## src/rtl/rtc_bus_pkg.sv

```systemverilog
// rtl/rtc_bus_pkg.sv - shared states, ops and timing defaults for the RTC bus sequencer
package rtc_bus_pkg;

    typedef enum logic [2:0] {
        ST_IDLE,
        ST_A_SETUP,
        ST_A_STROBE,
        ST_A_HOLD,
        ST_D_SETUP,
        ST_D_STROBE,
        ST_D_HOLD,
        ST_GAP
    } busState_t;

    typedef enum logic {
        OP_WR = 1'b0,
        OP_RD = 1'b1
    } busOp_t;

    localparam int DEF_T_SETUP  = 2;
    localparam int DEF_T_STROBE = 6;
    localparam int DEF_T_HOLD   = 2;
    localparam int DEF_T_GAP    = 2;
    localparam int DEF_DW       = 8;

    // The counter only ever holds T-1, so clog2 of the longest phase is enough (min 1 bit).
    function automatic int phaseCntWidth(input int tSetup, input int tStrobe,
                                         input int tHold, input int tGap);
        int longest;
        longest = tSetup;
        if (tStrobe > longest) longest = tStrobe;
        if (tHold > longest) longest = tHold;
        if (tGap > longest) longest = tGap;
        return (longest < 2) ? 1 : $clog2(longest);
    endfunction

    localparam int DEF_CNT_W = phaseCntWidth(DEF_T_SETUP, DEF_T_STROBE, DEF_T_HOLD, DEF_T_GAP);

endpackage

```

## src/rtl/rtc_phase_timer.sv

```systemverilog
// rtl/rtc_phase_timer.sv - loadable down-counter pacing every timed bus state
module rtc_phase_timer #(
    parameter int CW = 3
) (
    input  logic          clkAD,
    input  logic          resetAD,
    input  logic          load,
    input  logic [CW-1:0] loadVal,
    output logic          done
);

    logic [CW-1:0] count;

    always_ff @(posedge clkAD) begin
        if (resetAD) begin
            count <= '0;
        end else if (load) begin
            count <= loadVal;
        end else if (count != '0) begin
            count <= count - CW'(1);
        end
    end

    assign done = (count == '0);

endmodule

```

## src/rtl/rtc_bus_sequencer.sv

```systemverilog
// rtl/rtc_bus_sequencer.sv - arbitrated address/data transaction sequencer for the RTC parallel bus
module rtc_bus_sequencer
    import rtc_bus_pkg::*;
#(
    parameter int T_SETUP  = DEF_T_SETUP,
    parameter int T_STROBE = DEF_T_STROBE,
    parameter int T_HOLD   = DEF_T_HOLD,
    parameter int T_GAP    = DEF_T_GAP,
    parameter int DW       = DEF_DW
) (
    input  logic          clk,
    input  logic          reset,
    input  logic          wr_req,
    input  logic [DW-1:0] wr_addr,
    input  logic [DW-1:0] wr_data,
    output logic          wr_ack,
    input  logic          rd_req,
    input  logic [DW-1:0] rd_addr,
    output logic [DW-1:0] rd_data,
    output logic          rd_valid,
    output logic          cs_n,
    output logic          rd_n,
    output logic          wr_n,
    output logic          ad,
    output logic          dir,
    output logic [DW-1:0] bus_out,
    input  logic [DW-1:0] bus_in,
    output logic          busy
);

    localparam int CW = phaseCntWidth(T_SETUP, T_STROBE, T_HOLD, T_GAP);

    localparam logic [CW-1:0] LD_SETUP  = CW'(T_SETUP - 1);
    localparam logic [CW-1:0] LD_STROBE = CW'(T_STROBE - 1);
    localparam logic [CW-1:0] LD_HOLD   = CW'(T_HOLD - 1);
    localparam logic [CW-1:0] LD_GAP    = CW'(T_GAP - 1);

    generate
        if (T_SETUP < 1 || T_STROBE < 1 || T_HOLD < 1 || T_GAP < 1) begin : gBadTiming
            $error("rtc_bus_sequencer: timing parameters must all be at least 1");
        end
    endgenerate

    busState_t     state;
    busState_t     nextState;
    busOp_t        opReg;
    busOp_t        lastGrant;
    busOp_t        grantOp;
    busOp_t        curOp;
    logic [DW-1:0] addrReg;
    logic [DW-1:0] dataReg;
    logic [DW-1:0] capReg;
    logic [DW-1:0] curAddr;
    logic [DW-1:0] curData;
    logic          timerLoad;
    logic [CW-1:0] timerVal;
    logic          timerDone;

    rtc_phase_timer #(
        .CW(CW)
    ) phaseTimer (
        .clkAD   (clk),
        .resetAD (reset),
        .load    (timerLoad),
        .loadVal (timerVal),
        .done    (timerDone)
    );

    // Under contention the requester that did not win last time gets the bus.
    assign grantOp = (wr_req && (!rd_req || lastGrant == OP_RD)) ? OP_WR : OP_RD;

    // Outputs are registered from the next state, so on the grant edge the latches are not yet loaded.
    assign curOp   = (state == ST_IDLE) ? grantOp : opReg;
    assign curAddr = (state == ST_IDLE) ? ((grantOp == OP_WR) ? wr_addr : rd_addr) : addrReg;
    assign curData = (state == ST_IDLE) ? wr_data : dataReg;

    always_comb begin
        nextState = state;
        timerLoad = 1'b0;
        timerVal  = '0;
        case (state)
            ST_IDLE: begin
                if (wr_req || rd_req) begin
                    nextState = ST_A_SETUP;
                    timerLoad = 1'b1;
                    timerVal  = LD_SETUP;
                end
            end
            ST_A_SETUP: begin
                if (timerDone) begin
                    nextState = ST_A_STROBE;
                    timerLoad = 1'b1;
                    timerVal  = LD_STROBE;
                end
            end
            ST_A_STROBE: begin
                if (timerDone) begin
                    nextState = ST_A_HOLD;
                    timerLoad = 1'b1;
                    timerVal  = LD_HOLD;
                end
            end
            ST_A_HOLD: begin
                if (timerDone) begin
                    nextState = ST_D_SETUP;
                    timerLoad = 1'b1;
                    timerVal  = LD_SETUP;
                end
            end
            ST_D_SETUP: begin
                if (timerDone) begin
                    nextState = ST_D_STROBE;
                    timerLoad = 1'b1;
                    timerVal  = LD_STROBE;
                end
            end
            ST_D_STROBE: begin
                if (timerDone) begin
                    nextState = ST_D_HOLD;
                    timerLoad = 1'b1;
                    timerVal  = LD_HOLD;
                end
            end
            ST_D_HOLD: begin
                if (timerDone) begin
                    nextState = ST_GAP;
                    timerLoad = 1'b1;
                    timerVal  = LD_GAP;
                end
            end
            ST_GAP: begin
                if (timerDone) begin
                    nextState = ST_IDLE;
                end
            end
            default: nextState = ST_IDLE;
        endcase
    end

    always_ff @(posedge clk) begin
        if (reset) begin
            state     <= ST_IDLE;
            opReg     <= OP_WR;
            lastGrant <= OP_RD;
            addrReg   <= '0;
            dataReg   <= '0;
            capReg    <= '0;
            rd_data   <= '0;
            wr_ack    <= 1'b0;
            rd_valid  <= 1'b0;
            cs_n      <= 1'b1;
            rd_n      <= 1'b1;
            wr_n      <= 1'b1;
            ad        <= 1'b1;
            dir       <= 1'b1;
            bus_out   <= '0;
            busy      <= 1'b0;
        end else begin
            state    <= nextState;
            wr_ack   <= 1'b0;
            rd_valid <= 1'b0;

            if (state == ST_IDLE && nextState == ST_A_SETUP) begin
                opReg     <= grantOp;
                lastGrant <= grantOp;
                addrReg   <= curAddr;
                dataReg   <= wr_data;
            end

            if (state == ST_D_STROBE && timerDone && opReg == OP_RD) begin
                capReg <= bus_in;
            end

            if (state == ST_D_HOLD && nextState == ST_GAP) begin
                if (opReg == OP_WR) begin
                    wr_ack <= 1'b1;
                end else begin
                    rd_valid <= 1'b1;
                    rd_data  <= capReg;
                end
            end

            busy <= (nextState != ST_IDLE);
            cs_n <= (nextState == ST_IDLE) || (nextState == ST_GAP);
            ad   <= !((nextState == ST_A_SETUP) || (nextState == ST_A_STROBE) ||
                      (nextState == ST_A_HOLD));
            wr_n <= !((nextState == ST_A_STROBE) ||
                      (nextState == ST_D_STROBE && curOp == OP_WR));
            rd_n <= !(nextState == ST_D_STROBE && curOp == OP_RD);

            case (nextState)
                ST_A_SETUP, ST_A_STROBE, ST_A_HOLD: begin
                    dir     <= 1'b1;
                    bus_out <= curAddr;
                end
                ST_D_SETUP, ST_D_STROBE, ST_D_HOLD: begin
                    dir     <= (curOp == OP_WR);
                    bus_out <= (curOp == OP_WR) ? curData : '0;
                end
                default: begin
                    dir     <= 1'b1;
                    bus_out <= '0;
                end
            endcase
        end
    end

endmodule

```

## config.mk

```make
export PLATFORM = sky130hd
export DESIGN_NAME = rtc_bus_sequencer
export DESIGN_NICKNAME = d
export VERILOG_FILES = /design/src/rtl/rtc_bus_pkg.sv /design/src/rtl/rtc_phase_timer.sv /design/src/rtl/rtc_bus_sequencer.sv
export SDC_FILE = /design/constraint.sdc
export NUM_CORES = 1
export LEC_CHECK = 0
export CAP_MARGIN = 0
export CORE_ASPECT_RATIO = 0.8
export CORE_MARGIN = 2
export CORE_UTILIZATION = 54
export CTS_CLUSTER_SIZE = 14
export DETAILED_ROUTE_END_ITERATION = 16
export MAX_ROUTING_LAYER = met4
export PLACE_DENSITY_LB_ADDON = 0.15
export SYNTH_ARGS = -nofsm -noshare
export SYNTH_HDL_FRONTEND = slang
export SYNTH_SLANG_ARGS = --single-unit
```

## constraint.sdc

```tcl
create_clock -name clk -period 4.6 [get_ports clk]
set_input_delay 0.69 -clock clk [delete_from_list [all_inputs] [get_ports clk]]
set_output_delay 0.69 -clock clk [all_outputs]
set_load 0.05 [all_outputs]
```

# [Yosys cells after proc, flatten, opt, wreduce, memory -nomap -nowiden]
# Index checks and enable logic that the tools add are counted.
# Widths: inputs -> output; s select.
[op_classes] n_reduce_logical=31 add_sub_neg=1 mux=27 eq_ne=14 n_bitwise=3
[op_table] cell="$mux 3" n=11
[op_table] cell="$mux 8" n=4
[op_table] cell="$eq 3x3->1 const B" n=8
[op_table] cell="$pmux 3 s8" n=1
[op_table] cell="$pmux 8 s2" n=1
[op_table] cell="$eq 3x2->1 const B" n=4
[op_table] cell="$logic_not 3->1" n=3
[op_table] cell="$pmux 3 s3" n=1
[op_table] cell="$mux 1" n=8
[op_table] cell="$logic_and 1x1->1" n=7
[op_table] cell="$eq 3x1->1 const B" n=2
[op_table] cell="$logic_or 1x1->1" n=6
[op_table] cell="$reduce_bool 3->1" n=2
[op_table] cell="$reduce_or 2->1" n=3
[op_table] cell="$reduce_or 3->1" n=2
[op_table] cell="$reduce_or 6->1" n=1
[op_table] cell="$logic_not 1->1" n=4
[op_table] cell="$reduce_or 4->1" n=1
[op_table] cell="$not 1->1" n=3
[op_table] cell="$sub 3x1->3 const B" n=1
[op_table] cell="$pmux 1 s2" n=1
[op_table] cell="$reduce_and 2->1" n=1
[op_table] cell="$reduce_bool 2->1" n=1
[word_totals] ff_bits=56 out_inout_bits=24 wordCells=93 inputBits=36

# [Logic depth before layout (Yosys ltp)]
# Gate-level depths: netlist of the first run.
[logic_depth] word_depth=9 mapped_depth=11 mapped_depth_nobuf=8

# [Cells and area by module]
# A second synthesis of the first run with hierarchy kept.
[unflattened] hier_cells=276 area_unflattened_um2=2572.5
[by_module_without_submodules] module="rtc_bus_sequencer" cells_per_inst=254 seq_area_each_um2=1061.0 n_inst=1 area_each_um2=2366.0
[by_module_without_submodules] module="rtc_phase_timer" cells_per_inst=22 seq_area_each_um2=60.1 n_inst=1 area_each_um2=206.4

# [Least setup slack after synthesis of the first run]
# Ideal clock, no wire load.
[synth_timing] path_kind="reg2reg" startpoint="register state[0]" endpoint="register busy" stages_incl_launch_ff=9 setup_slack_ns=2.348 required_ns=4.473 setup_ns=0.127 path_buffers=1 arrival_time_ns=2.125 period_less_slack_ns=2.252 cell_sequence="dfxtp_1 -> inv_1 -> ha_1 -> a21boi_1 -> or3b_2 -> o211ai_2 -> buf_2 -> nor2_1 -> or3_1"
[synth_via] elab_chain_cells=3 elab_cells_between_ends=18 cone_classes="eq/ne (7); mux (9); reduce/logical (2)"
[synth_lines] item="start: declaration" line_no="rtc_bus_sequencer.sv:44" source="busState_t state;"
[synth_lines] item="start signal: assignment" line_no="rtc_bus_sequencer.sv:159" source="state <= nextState;"
[synth_lines] item="$eq 3x3->1, or another cell as far along" line_no="rtc_bus_sequencer.sv:81" source="case (state)"
[synth_lines] item="$pmux 3 s8 (*)" line_no="rtc_bus_sequencer.sv:81"
[synth_lines] item="$reduce_bool 3->1 (*)" line_no="rtc_bus_sequencer.sv:183" source="busy <= (nextState != ST_IDLE);"
[synth_lines] item="end signal: assignment" line_no="rtc_bus_sequencer.sv:183"
[synth_lines] item="end: declaration" line_no="rtc_bus_sequencer.sv:28" source="output logic busy"
# Mark *: on every way between the ends. The rest lies on a longest branch, timed or not.
# A chain may end at the register's enable or synchronous reset.

# [Worst setup path in the final report of the first run]
[layout_timing] startpoint="register phaseTimer.count[0]" endpoint="register bus_out[1]"
[layout_via] elab_chain_cells=6 elab_cells_between_ends=18 cone_classes="eq/ne (6); mux (9); reduce/logical (3)"
[layout_lines] item="start: declaration" line_no="rtc_phase_timer.sv:12" source="logic [CW-1:0] count;"
[layout_lines] item="start signal: assignment" line_no="rtc_phase_timer.sv:18" source="count <= loadVal;"
[layout_lines] item="start signal: assignment" line_no="rtc_phase_timer.sv:20" source="count <= count - CW'(1);"
[layout_lines] item="$logic_not 3->1 (*)" line_no="rtc_phase_timer.sv:24" source="assign done = (count == '0);"
[layout_lines] item="$mux 3, or another cell as far along" line_no="rtc_bus_sequencer.sv:132" source="if (timerDone) begin"
[layout_lines] item="$pmux 3 s8 (*)" line_no="rtc_bus_sequencer.sv:81"
[layout_lines] item="$eq 3x3->1, or another cell as far along" line_no="rtc_bus_sequencer.sv:191" source="case (nextState)"
[layout_lines] item="$reduce_or 3->1" line_no="rtc_bus_sequencer.sv:191"
[layout_lines] item="$pmux 8 s2 (*)" line_no="rtc_bus_sequencer.sv:191"
[layout_lines] item="end signal: assignment" line_no="rtc_bus_sequencer.sv:194" source="bus_out <= curAddr;"
[layout_lines] item="end signal: assignment" line_no="rtc_bus_sequencer.sv:198" source="bus_out <= (curOp == OP_WR) ? curData : '0;"
[layout_lines] item="end: declaration" line_no="rtc_bus_sequencer.sv:26" source="output logic [DW-1:0] bus_out,"
# Marked as above.

==> summary.md, run 1 <==
| Metric | Value |
|---|---|
| Max Cap Violations | `0` |
| Crit. End Element | `register` |
| Largest net degree at the start of global routing | `28` |
| Ys Warns | `0` |
| Buffers inserted by post-CTS timing repair | `0` |
| Fraction of the yosys area taken by sequential cells | `42.3%` |
| Period utilization | `64.1%` |
| Number of buffers and inverters on the critical path | `2` |
| Combined flip-flop and latch cell area | `0.00112 mm²` |
| Final weighted congestion in routability-driven placement | `0.884` |
| Sw frac | `46.5%` |
| Final max-slew violation count | `0` |
| Largest vdd supply drop | `0.418 mV` |
| Area of the multi-input gates | `0.00139 mm²` |
| Syn_area_per_cell | `8.52 µm²` |
| CP Data Arrival Time | `3.14 ns` |
| Site row count | `22` |
| Worst setup SP type | `register` |
| Worst min-delay path category | `register to register` |
| Post-DP HPWL | `4.45 mm` |
| X dimension of the die | `82.3 µm` |
| Fraction of layout cells with a size suffix above 1 | `5.62%` |
| Number of inserted diodes | `0` |
| TritonCTS clock tree | `done` |
| Kind of cell adding the most delay to the critical path | `compound AO/OA/AOI/OAI gates` |
| Clock slew seen by the registers of the worst setup and hold paths | `0.10 ns` |
| Data required time at the worst endpoint | `4.79 ns` |
| P_sw | `1090 µW` |
| Headroom to the max-slew limit | `18.2%` |
| IO Count | `60` |
| Placed Instances | `408` |
| Master cell of the clock root buffer | `sky130_fd_sc_hd__clkbuf_8` |
| Clock network fraction of design power | `14.3%` |
| Drt via density | `5.81` |
| H-tree depth | `2` |
| Count of port buffers added during placement | `59` |
| Final Critical Period | `2.95 ns` |
| Final Hold Viols | `0` |
| Drc violations | `0` |
| Clock latency on the worst-skew pair | `0.31 ns` |
| DRT antenna net count | `0` |
| Final clock skew | `0.00710 ns` |
| PnR Total Power | `2350 µW` |
| Delay of the slowest cell on the worst path | `0.52 ns` |
| Seq pwr share | `30.3%` |
| Vias in the first global route | `2,263` |
| Final-layout worst hold slack | `0.458 ns` |
| Placeable core area | `0.00465 mm²` |
| Total CTS buffers | `5` |
| Share of flip-flops with an asynchronous set or reset after synthesis | `0%` |
| Max Fclk | `339 MHz` |
| Initial detailed-routing violation count | `123` |
| Number of nets in the layout | `397` |
| CP Max Fanout | `27` |
| Final-layout fill cell count | `381` |
| Setup Crit Path Kind | `register to register` |
| Cell occurring most often along the worst timing path | `sky130_fd_sc_hd__ha_1` |
| Most common cell after layout, fill and taps aside | `sky130_fd_sc_hd__clkdlybuf4s50_1` |
| Starting utilization of the core area | `56.9%` |
| Crit-path cells | `inv_1, ha_1, ha_1, a21boi_1, or3b_2, o211ai_2, buf_4, a211o_1, o22ai_1` |
| Outcome | `finished, final reports clean` |
| Number of antenna violations at the first check in global routing | `0` |
| Vias after detailed routing | `2,419` |
| Sink count of the clock tree | `56` |
| Total congestion overflow after global routing | `0` |
| Synth Flop Type | `sky130_fd_sc_hd__dfxtp_1` |
| Tightest Pin Transition | `1.22 ns` |
| Gate Count Post-Synth | `311` |
| Post-route setup TNS | `0 ns` |
| Synthesized area | `0.00265 mm²` |
| Buffer depth of the longest clock path | `2` |
| Leading cell types in the layout, fill and taps excluded | `59 x sky130_fd_sc_hd__clkdlybuf4s50_1, 56 x sky130_fd_sc_hd__nand2_1, 56 x sky130_fd_sc_hd__dfxtp_1` |
| Slowest-stage cell, CP | `sky130_fd_sc_hd__or3b_2` |
| Number of register bits inferred by synthesis | `56` |
| Unrepaired setup endpoints after global routing | `false` |
| Detailed-router iteration count before antenna repair | `4` |
| Die Footprint | `0.00548 mm²` |
| Count of cell types in the netlist | `43` |
| Post-cts repair resize count | `0` |
| Aggregate global-route resource usage | `25.6%` |
| Setup-failing EPs final | `0` |
| Count of flip-flops with a built-in enable after synthesis | `0` |
| Power density of the placed cells | `702 mW/mm²` |
| Power share of the combinational group | `55.4%` |
| Global-route wire length before repair | `10.5 mm` |
| Vertical die dimension | `66.6 µm` |
| Cell-internal power | `1260 µW` |
| Routed Wire Length | `6.38 mm` |
| P_leak | `0.00120 µW` |
| Synthesized netlist net count | `353` |
| Final instance count without filler cells | `416` |
| Layout overhead on the synthesized area | `26.2%` |
| Wire length per cell | `15.3 µm` |
| Hold Buf Count CTS | `0` |
flip-flops by register name, summed over array words and instances, names as in the netlist, 3 cells and up:
register and count:
addrReg 8, bus_out 8, capReg 8, dataReg 8, rd_data 8, phaseTimer.count 3
state 3
synthesized netlist by cell type (2+ instances only):
master                     instances  area (µm²)
sky130_fd_sc_hd__mux2i_1          16         160
sky130_fd_sc_hd__a311oi_1          2        17.5
sky130_fd_sc_hd__o21ai_0          20         100
sky130_fd_sc_hd__nand3_1          11        55.1
sky130_fd_sc_hd__and3_1            2        12.5
sky130_fd_sc_hd__and4_1            2        17.5
sky130_fd_sc_hd__nand2_1          56         210
sky130_fd_sc_hd__clkbuf_1         17        63.8
sky130_fd_sc_hd__nand4_1          11        68.8
sky130_fd_sc_hd__dfxtp_1          56        1120
sky130_fd_sc_hd__or3_1            10        62.6
sky130_fd_sc_hd__buf_6             2        22.5
sky130_fd_sc_hd__o211a_1           9        90.1
sky130_fd_sc_hd__o22ai_1           9        56.3
sky130_fd_sc_hd__nor3_1            2        10.0
sky130_fd_sc_hd__nor2b_1           3        18.8
sky130_fd_sc_hd__buf_2             5        25.0
sky130_fd_sc_hd__inv_1             6        22.5
sky130_fd_sc_hd__ha_1              6        75.1
sky130_fd_sc_hd__a21oi_1          33         165
sky130_fd_sc_hd__nor2_1            9        33.8
sky130_fd_sc_hd__o211ai_2          2        25.0
sky130_fd_sc_hd__nand2b_1          2        12.5
kinds of logic after synthesis:
logic type	count (synthesis)	synth area share (%)
and+or+nand+nor	118	22.3
buffers and inverters	31	5.20
AOI/OAI and AO/OA	84	21.3
DFF	56	42.3
muxes	16	6.05
adders and majority gates	6	2.83
layer usage:
layer	track usage [%]	share of wire, %
met1	31.6	45
met2	43.3	49
met3	4.07	4.7
met4	7.50	1.7
met5	-	0
final cells by class:
type | instances | area share, %
inverters | 7 | 0.786
repair buffers | 61 | 18.1
flip-flops and latches | 56 | 33.5
well taps | 60 | 2.25
clock inverters | 2 | 1.16
clock buffers | 6 | 2.47
multi-input cells | 224 | 41.7
per-stage QoR:
| stage | cell area (µm²) | utilization (%) | setup WS [ns] |
|---|---|---|---|
| 6_report | 3340 | 71.8 | 1.65 |
| 5_1_grt | 3340 | 71.8 | 1.39 |
| 4_1_cts | 3340 | 71.8 | 1.67 |
| 3_5_place_dp | 3220 | 69.2 | 1.56 |
| 3_3_place_gp | 3220 | 69.2 | 1.70 |
| 2_1_floorplan | 2650 | - | 2.35 |
worst paths after layout:
| kind | start | to | slack [ns] | depth (start not counted) |
|---|---|---|---|---|
| worst min register to register | capReg[2]$_SDFFE_PP0P_ | capReg[2]$_SDFFE_PP0P_ | 0.46 | 2 |
| worst max register to register | phaseTimer.count[0]$_SDFFE_PP0P_ | bus_out[1]$_SDFF_PP0_ | 1.65 | 9 |
| worst max-delay path | phaseTimer.count[0]$_SDFFE_PP0P_ | bus_out[1]$_SDFF_PP0_ | 1.65 | 9 |
| worst min-delay path | capReg[2]$_SDFFE_PP0P_ | capReg[2]$_SDFFE_PP0P_ | 0.46 | 2 |
power by group through the flow:
stage	Clock (µW)	Combinational [µW]	Sequential, µW
floorplan	0	863	863
global placement	0	1250	715
detailed placement	0	1280	720
CTS	342	1290	710
global route	356	1430	727
finish	336	1300	711
tightest hold or removal path, cell delays in order, from the launching register on:
cell and delay, ns:
sky130_fd_sc_hd__dfxtp_1 0.32, sky130_fd_sc_hd__nand2_1 0.05, sky130_fd_sc_hd__a21oi_1 0.05
(Power assumes the default switching activity.)
==> run 2, diff against run 1 <==
--- a/config.mk
+++ b/config.mk
@@ -8,7 +8,7 @@
 export CAP_MARGIN = 0
 export CORE_ASPECT_RATIO = 0.8
 export CORE_MARGIN = 2
-export CORE_UTILIZATION = 54
+export CORE_UTILIZATION = 50
 export CTS_CLUSTER_SIZE = 14
 export DETAILED_ROUTE_END_ITERATION = 16
 export MAX_ROUTING_LAYER = met4
==> constraint.sdc (replaced) <==
create_clock -name clk -period 3.04 [get_ports clk]
set_input_delay 0.456 -clock clk [delete_from_list [all_inputs] [get_ports clk]]
set_output_delay 0.456 -clock clk [all_outputs]
set_load 0.05 [all_outputs]
==> summary.md, run 2 (synthesized netlist as in run 1, its figures left out) <==
| Metric | Value |
|---|---|
| Outcome | `finished, final reports clean (unchanged)` |
| CP Max Fanout | `14 (was 27)` |
| Unrepaired setup endpoints after global routing | `false (unchanged)` |
| Fraction of layout cells with a size suffix above 1 | `7.69% (was 5.62%)` |
| Detailed-router iteration count before antenna repair | `4 (unchanged)` |
| Data required time at the worst endpoint | `3.22 ns (was 4.79 ns)` |
| Final max-slew violation count | `0 (unchanged)` |
| X dimension of the die | `85.4 µm (was 82.3 µm)` |
| Total CTS buffers | `5 (unchanged)` |
| Wire length per cell | `14.6 µm (was 15.3 µm)` |
| Vias in the first global route | `2,172 (was 2,263)` |
| Worst setup SP type | `register (unchanged)` |
| Master cell of the clock root buffer | `sky130_fd_sc_hd__clkbuf_8 (unchanged)` |
| Vertical die dimension | `69.1 µm (was 66.6 µm)` |
| Final-layout worst hold slack | `0.460 ns (was 0.458 ns)` |
| Largest net degree at the start of global routing | `25 (was 28)` |
| Largest vdd supply drop | `0.751 mV (was 0.418 mV)` |
| Final Hold Viols | `0 (unchanged)` |
| Leading cell types in the layout, fill and taps excluded | `59 x sky130_fd_sc_hd__clkdlybuf4s50_1, 56 x sky130_fd_sc_hd__nand2_1, 56 x sky130_fd_sc_hd__dfxtp_1 (unchanged)` |
| Post-route setup TNS | `0 ns (unchanged)` |
| PnR Total Power | `3550 µW (was 2350 µW)` |
| Max Cap Violations | `0 (unchanged)` |
| Clock latency on the worst-skew pair | `0.30 ns (was 0.31 ns)` |
| Number of antenna violations at the first check in global routing | `0 (unchanged)` |
| Delay of the slowest cell on the worst path | `0.54 ns (was 0.52 ns)` |
| Number of inserted diodes | `0 (unchanged)` |
| Sink count of the clock tree | `56 (unchanged)` |
| Drc violations | `0 (unchanged)` |
| Starting utilization of the core area | `52.3% (was 56.9%)` |
| DRT antenna net count | `0 (unchanged)` |
| P_leak | `0.00122 µW (was 0.00120 µW)` |
| Slowest-stage cell, CP | `sky130_fd_sc_hd__or3b_2 (unchanged)` |
| Number of nets in the layout | `405 (was 397)` |
| Global-route wire length before repair | `10.5 mm (about the same)` |
| Buffer depth of the longest clock path | `2 (unchanged)` |
| Headroom to the max-slew limit | `57.9% (was 18.2%)` |
| Clock slew seen by the registers of the worst setup and hold paths | `0.10 ns (about the same)` |
| Max Fclk | `369 MHz (was 339 MHz)` |
| Count of port buffers added during placement | `59 (unchanged)` |
| Most common cell after layout, fill and taps aside | `sky130_fd_sc_hd__clkdlybuf4s50_1 (unchanged)` |
| Site row count | `23 (was 22)` |
| Placeable core area | `0.00506 mm² (was 0.00465 mm²)` |
| Period utilization | `89.1% (was 64.1%)` |
| Vias after detailed routing | `2,398 (was 2,419)` |
| Register-to-register setup slack | `0.33 ns (was 1.65 ns)` |
| Placed Instance Area | `0.00328 mm² (was 0.00322 mm²)` |
| Crit-path cells | `inv_1, ha_1, a21boi_1, or3b_2, o211ai_4, a211o_1, o22ai_1 (was inv_1, ha_1, ha_1, a21boi_1, or3b_2, o211ai_2, buf_4, a211o_1, o22ai_1)` |
| Worst Hold Launch | `capReg[2]$_SDFFE_PP0P_ (unchanged)` |
| Total congestion overflow after global routing | `0 (unchanged)` |
| Post-layout util | `66.9% (was 71.8%)` |
| Post-layout instance area | `0.00339 mm² (was 0.00334 mm²)` |
| Final Critical Period | `2.71 ns (was 2.95 ns)` |
| Cell count of the worst reg-to-reg path | `7 (was 9)` |
| Setup Crit Path Kind | `register to register (unchanged)` |
| CP Data Arrival Time | `2.89 ns (was 3.14 ns)` |
| Setup-failing EPs final | `0 (unchanged)` |
| Routed Wire Length | `6.24 mm (was 6.38 mm)` |
| Endpoint, Worst Hold | `capReg[2]$_SDFFE_PP0P_ (unchanged)` |
| Aggregate global-route resource usage | `22.5% (was 25.6%)` |
| Drt via density | `5.63 (was 5.81)` |
| Endpoint of the most critical register-to-register path | `bus_out[3]$_SDFF_PP0_ (was bus_out[1]$_SDFF_PP0_)` |
| Initial detailed-routing violation count | `147 (was 123)` |
| Final weighted congestion in routability-driven placement | `0.806 (was 0.884)` |
| Worst min-delay path category | `register to register (unchanged)` |
| Final clock skew | `0.00962 ns (was 0.00710 ns)` |
| Layout overhead on the synthesized area | `27.9% (was 26.2%)` |
| IO Count | `60 (unchanged)` |
| Power density of the placed cells | `1050 mW/mm² (was 702 mW/mm²)` |
| H-tree depth | `2 (unchanged)` |
| Depth of the worst hold-timing path | `2 (unchanged)` |
| TritonCTS clock tree | `done (unchanged)` |
| Crit. End Element | `register (unchanged)` |
| FF-to-FF Start | `state[0]$_SDFF_PP0_ (was phaseTimer.count[0]$_SDFFE_PP0P_)` |
| Post-DP HPWL | `4.36 mm (was 4.45 mm)` |
| Tightest Pin Transition | `0.629 ns (was 1.22 ns)` |
| Die Footprint | `0.00590 mm² (was 0.00548 mm²)` |
==> run 2: cell count changes in the layout (fill, tap and decap cells not counted) <==
cell                        change
sky130_fd_sc_hd__buf_4          +8
sky130_fd_sc_hd__bufinv_16      -1
sky130_fd_sc_hd__clkinv_2       +1
sky130_fd_sc_hd__clkinv_4       -1
sky130_fd_sc_hd__inv_6          +1
sky130_fd_sc_hd__o211ai_2       -1
sky130_fd_sc_hd__o211ai_4       +1
==> run 2: final cells by class <==
cell class / count / area (µm²)
well taps: 62 / 77.6
flip-flops and latches: 56 / 1120
fillers: 424 / 1680
repair buffers: 69 / 666
clock inverters: 2 / 13.8
inverters: 7 / 26.3
clock buffers: 6 / 82.6
multi-input cells: 224 / 1400
==> run 2: metrics by stage <==
step | instances | setup WS (ns)
finish | 426 | 0.331
global route | 426 | 0.113
CTS | 426 | 0.303
detailed placement | 418 | 0.308
global placement | 418 | 0.424
floorplan | 311 | 0.788
==> run 2: routing by layer <==
metal	vias up	share of wire [%]	GRT usage [%]
met5	-	0	-
met4	0	1.4	4.59
met3	8	5.0	3.95
met2	73	46	33.2
met1	1102	48	32.5
li1	1215	-	-
==> run 2: worst max-delay path by stage <==
stage | start | endpoint | slack, ns | depth (start not counted)
global route | state[0]$_SDFF_PP0_ | bus_out[3]$_SDFF_PP0_ | 0.11 | 7
CTS | state[0]$_SDFF_PP0_ | dataReg[1]$_SDFFE_PP0P_ | 0.30 | 8
detailed placement | state[0]$_SDFF_PP0_ | dataReg[1]$_SDFFE_PP0P_ | 0.31 | 8
finish | state[0]$_SDFF_PP0_ | bus_out[3]$_SDFF_PP0_ | 0.33 | 7
floorplan | state[0]$_SDFF_PP0_ | busy$_SDFF_PP0_ | 0.79 | 8
global placement | state[0]$_SDFF_PP0_ | bus_out[4]$_SDFF_PP0_ | 0.42 | 7
==> run 2: report_power, final <==
| group | internal (µW) | switching [µW] |
|---|---|---|
| Sequential | 955 | 108 |
| Clock | 187 | 236 |
| Combinational | 752 | 1320 |
| Total | 1890 | 1660 |
==> run 2: worst max-delay path, delay by kind of cell (launching register included) <==
family	cells	cell delay, ns
AO/OA/AOI/OAI	4	1.13
adder cells (fa/ha/maj)	1	0.33
buffers and inverters	1	0.11
flip-flops	1	0.49
AND/OR/NAND/NOR	1	0.54
==> run 2: repair_timing <==
action | CTS | global route
buffers inserted | 0 | 0
setup endpoints to repair | 0 | 1
hold endpoints to repair | 0 | 0
gates resized for setup | 0 | 1
hold buffers | 0 | 0
